**src/rtl/fetch.sv**
```systemverilog
// Instruction fetch unit: on an accepted enable pulse, issues one imem read to the
// next (or jump) PC, waits MEM_LATENCY edges, then presents pc/command with a done pulse.
module fetch #(
  parameter logic [31:0] RESET_PC    = 32'h0000_0000,
  parameter int          MEM_LATENCY = 2
) (
  input  logic        clk,
  input  logic        rstn,
  input  logic        enable,
  input  logic        jump,
  input  logic [31:0] jump_addr,
  output logic        done,
  output logic        busy,
  output logic [31:0] pc,
  output logic [31:0] command,
  output logic [31:0] inst_count,
  output logic        imem_en,
  output logic [31:0] imem_addr,
  input  logic [31:0] imem_data
);

  typedef enum logic {IDLE = 1'b0, WAIT = 1'b1} state_t;

  localparam logic [2:0] LAT = 3'(MEM_LATENCY);

  state_t      state_r, state_s;
  logic [2:0]  cnt_r;
  logic [31:0] target_r, target_s;
  logic        first_r;
  logic        accept_s, capture_s;

  // Next-state, request acceptance and target selection (jump beats first-fetch).
  always_comb begin
    state_s   = state_r;
    accept_s  = 1'b0;
    capture_s = 1'b0;
    target_s  = pc + 32'd4;
    if (jump) begin
      target_s = {jump_addr[31:2], 2'b00};
    end else if (first_r) begin
      target_s = RESET_PC;
    end else begin
      target_s = pc + 32'd4;
    end
    case (state_r)
      IDLE: begin
        // busy is still high in the done cycle, which blocks a request there
        if (enable && !busy) begin
          accept_s = 1'b1;
          state_s  = WAIT;
        end else begin
          state_s  = IDLE;
        end
      end
      WAIT: begin
        if (cnt_r == 3'd0) begin
          capture_s = 1'b1;
          state_s   = IDLE;
        end else begin
          state_s   = WAIT;
        end
      end
      default: begin
        state_s = IDLE;
      end
    endcase
  end

  // Registered state, memory strobe and delivered instruction.
  always_ff @(posedge clk or negedge rstn) begin
    if (!rstn) begin
      state_r    <= IDLE;
      cnt_r      <= 3'd0;
      target_r   <= 32'd0;
      first_r    <= 1'b1;
      done       <= 1'b0;
      busy       <= 1'b0;
      pc         <= RESET_PC;
      command    <= 32'd0;
      inst_count <= 32'd0;
      imem_en    <= 1'b0;
      imem_addr  <= 32'd0;
    end else begin
      state_r <= state_s;
      imem_en <= accept_s;
      done    <= capture_s;
      busy    <= accept_s || (state_r == WAIT);
      if (accept_s) begin
        imem_addr <= target_s;
        target_r  <= target_s;
        cnt_r     <= LAT;
      end else if (state_r == WAIT && !capture_s) begin
        cnt_r <= cnt_r - 3'd1;
      end
      if (capture_s) begin
        command    <= imem_data;
        pc         <= target_r;
        first_r    <= 1'b0;
        inst_count <= inst_count + 32'd1;
      end
    end
  end

endmodule

```
**config.mk**
```make
export PLATFORM = sky130hd
export DESIGN_NAME = fetch
export DESIGN_NICKNAME = d
export VERILOG_FILES = /design/src/rtl/fetch.sv
export SDC_FILE = /design/constraint.sdc
export NUM_CORES = 1
export LEC_CHECK = 0
export CORE_MARGIN = 2
export CORE_UTILIZATION = 45
export DETAILED_ROUTE_END_ITERATION = 10
export PLACE_DENSITY = 0.82
export REMOVE_ABC_BUFFERS = 1
export SETUP_SLACK_MARGIN = 0.5
export SYNTH_ARGS = -nofsm -noshare
export SYNTH_HDL_FRONTEND = slang
export SYNTH_SLANG_ARGS = --single-unit
```
**constraint.sdc**
```tcl
create_clock -name clk -period 2.45 [get_ports clk]
set_clock_uncertainty 0.1 [all_clocks]
set_input_delay 0.49 -clock clk [delete_from_list [all_inputs] [get_ports clk]]
set_output_delay 0.49 -clock clk [all_outputs]
set_load 0.005 [all_outputs]
```
==> metrics <==
# IOs 199; standard-cell row count 42; synth unique cells 44; fraction of registers with async set or reset after synthesis 100%; start point of the critical path target_r[2]; worst ir drop on vdd 0.675 mV; switching share of total power 31.0%; drc violations 0; area grow syn2layout 54.2%; die height 121 um; leakage power total 4.20 nW; critical path start-end classification flop to primary output; number of buffers added by the clock tree synthesis step 17; proportion of synthesized chip area in sequential cells 55.2%; count of port buffers added during placement 196; total number of yosys warnings 0; pin count of the biggest net entering global routing 69; number of buffer and inverter instances along the worst setup path 1; number of cells on the critical path 1; Slowest Stage Delay on Critical Path 550 ps; clock sink total 136; global-route congestion overflow total 0; DRC violation total after the first TritonRoute iteration 327; design area 9500 um^2; global-route wire length before repair 26.9 mm; Synth area leaders sky130_fd_sc_hd__dfrtp_1, sky130_fd_sc_hd__mux2_2, sky130_fd_sc_hd__xnor2_1; # H-tree levels 4; sequential share of power 35.3%; placeable core region 13300 um^2; data arrival time of the worst path 1330 ps; Cell Pwr Density 1100 nW/um^2; commonest cells after routing, fill and taps aside sky130_fd_sc_hd__clkdlybuf4s50_1, sky130_fd_sc_hd__dfrtp_1, sky130_fd_sc_hd__buf_4; CTS tree yes; Worst Setup Slack post-DPL 112 ps; cell-internal power 7.24 mW; number of hold violations in the final report 0; detailed-router iteration count before antenna repair 5; upper clock frequency limit 522 MHz; proportion of power drawn by combinational gates 43.2%; final estimated routing congestion in global placement 0.863; Post-synth EDFFs 0; wire length after detailed routing 17.7 mm; worst-case headroom to the max-slew limit 56.9%; Max Slew Vio Count 0; effective utilization at floorplan 46.3%; commonest non-fill, non-tap cell in the layout sky130_fd_sc_hd__clkdlybuf4s50_1; setup repair after global routing missed its margin yes; die extent in x 121 um; Cell Area, Placed 8390 um^2; Reg clk slew, reported paths 60 ps; ratio of cells with drive above 1 in the final layout 25.5%; critical path capture point imem_addr[2]; family with the most delay on the worst path buffers and inverters; max-capacitance violation count 0; post-synthesis instance area 6160 um^2; die outline area 14600 um^2; overall global routing resource usage 23.6%; post-route antenna net violation count 0; root cell of the clock tree sky130_fd_sc_hd__clkbuf_16; proportion of netlist area held by the largest area contributor 54.8%; required arrival time at the worst endpoint 1860 ps; via count 5197; total power after layout 10.5 mW; final core area utilization 71.5%; CP Launch Type flop; Post-Syn Instances 529; slew of the pin with the lowest slew margin 646 ps; Worst Min Path Start inst_count[31]; Hold/Removal Path Class flop to flop; cell with the biggest individual delay on the critical path sky130_fd_sc_hd__clkdlybuf4s50_1; flip-flop cell with the highest count after synthesis sky130_fd_sc_hd__dfrtp_1; number of nets at the end of the flow 868; final critical-path required period 1920 ps; post-route worst hold slack 370 ps; Diodes inserted 0; number of placed instances with taps included 891; clock insertion delay at the later pin of the skew report 400 ps; mean cell area of the mapped netlist 11.6 um^2; Reg2Reg Depth 7; ordered list of cells on the worst path clkdlybuf4s50_1; result of the run finished, final reports clean; number of global-route vias before repair 5414; via-per-instance ratio 5.28; maximum fanout encountered on the critical timing path 3; net switching power figure 3.26 mW; cell taking the most area after synthesis sky130_fd_sc_hd__dfrtp_1; final period utilization 78.2%; r2r endpoint pc[27]; number of synthesized register bits 136; count of endpoints failing setup in the final report 0; Crit Reg-Reg Startpoint cnt_r[0]; number of cells in the finished layout apart from fillers 985; Wirelength per Cell 18.0 um; endpoint kind of the worst setup timing path primary output; post-detail-place hpwl 11.2 mm; initial antenna violation count 0; worst setup margin 533 ps; setup_tns 0 ps; maximum count of clock buffers along a single path 2; share of total power in the clock network 21.5%; reg-to-reg setup timing slack 560 ps
cells by family (layout without fill, tap and decap cells):
family,after synthesis,after routing,synth area share [%]
adders and majority gates,4,4,0.812
buffers and inverters,36,316,2.54
xor gates and xnor gates,59,59,8.51
DFF,136,136,55.2
muxes,60,60,11.0
and+or+nand+nor,165,165,15.5
AOI/OAI and AO/OA,69,69,6.46
cells in the mapped netlist (4+ instances only):
master	n
sky130_fd_sc_hd__a21oi_1	19
sky130_fd_sc_hd__a22oi_1	8
sky130_fd_sc_hd__and3_1	10
sky130_fd_sc_hd__buf_2	11
sky130_fd_sc_hd__clkbuf_1	9
sky130_fd_sc_hd__dfrtp_1	135
sky130_fd_sc_hd__ha_1	4
sky130_fd_sc_hd__inv_1	12
sky130_fd_sc_hd__mux2_2	60
sky130_fd_sc_hd__nand2_1	48
sky130_fd_sc_hd__nand3_1	24
sky130_fd_sc_hd__nand4_1	12
sky130_fd_sc_hd__nand4_4	4
sky130_fd_sc_hd__nor2_1	31
sky130_fd_sc_hd__nor3_1	11
sky130_fd_sc_hd__nor3_2	5
sky130_fd_sc_hd__o21ai_0	18
sky130_fd_sc_hd__o22ai_1	15
sky130_fd_sc_hd__xnor2_1	46
sky130_fd_sc_hd__xor2_1	12
state kept, by name (all words and copies together) (netlist names):
signal / count
cnt_r: 3
busy: 1
imem_en: 1
inst_count: 32
command: 32
done: 1
state_r: 1
target_r: 32
first_r: 1
pc: 32
power groups by stage:
| stage | combinational, mW | sequential (mW) | clock, mW |
|---|---|---|---|
| 2_1_floorplan | 1.58 | 3.83 | 0 |
| 3_3_place_gp | 3.75 | 3.84 | 0 |
| 3_5_place_dp | 3.88 | 3.90 | 0 |
| 4_1_cts | 4.30 | 3.73 | 2.29 |
| 5_1_grt | 4.89 | 3.81 | 2.42 |
| 6_report | 4.53 | 3.71 | 2.26 |
how the worst min path moves through the flow:
stage                     endpoint  slack [ps]  cells after the start
finish              inst_count[31]         370                      1
global route        inst_count[31]         400                      1
CTS                 inst_count[31]         370                      1
detailed placement  inst_count[31]         360                      1
global placement    inst_count[31]         360                      1
floorplan                     busy          90                      0
final cells by class:
class / instances / area (um^2)
Timing Repair Buffer: 271 / 2630
Clock buffer: 28 / 497
Clock inverter: 4 / 20.0
Fill cell: 906 / 3790
Tap cell: 176 / 220
Sequential cell: 136 / 3420
Multi-Input combinational cell: 357 / 2660
Inverter: 13 / 51.3
metal layers:
layer	up-vias	global-route usage [%]	routed length [um]
met5	-	0	0
met4	0	10.0	410
met3	28	7.80	1350
met2	193	39.1	9020
met1	2583	28.0	6950
li1	2393	-	-
what timing repair did:
action / CTS / global route
hold buffers: 1 / 0
gates cloned: 0 / 2
pin swaps: 1 / 3
setup buffers: 40 / 19
hold endpoints to repair: 11 / 0
setup endpoints to repair: 133 / 84
gates resized for setup: 25 / 22
Note: power is estimated with default switching activity, not from simulation.
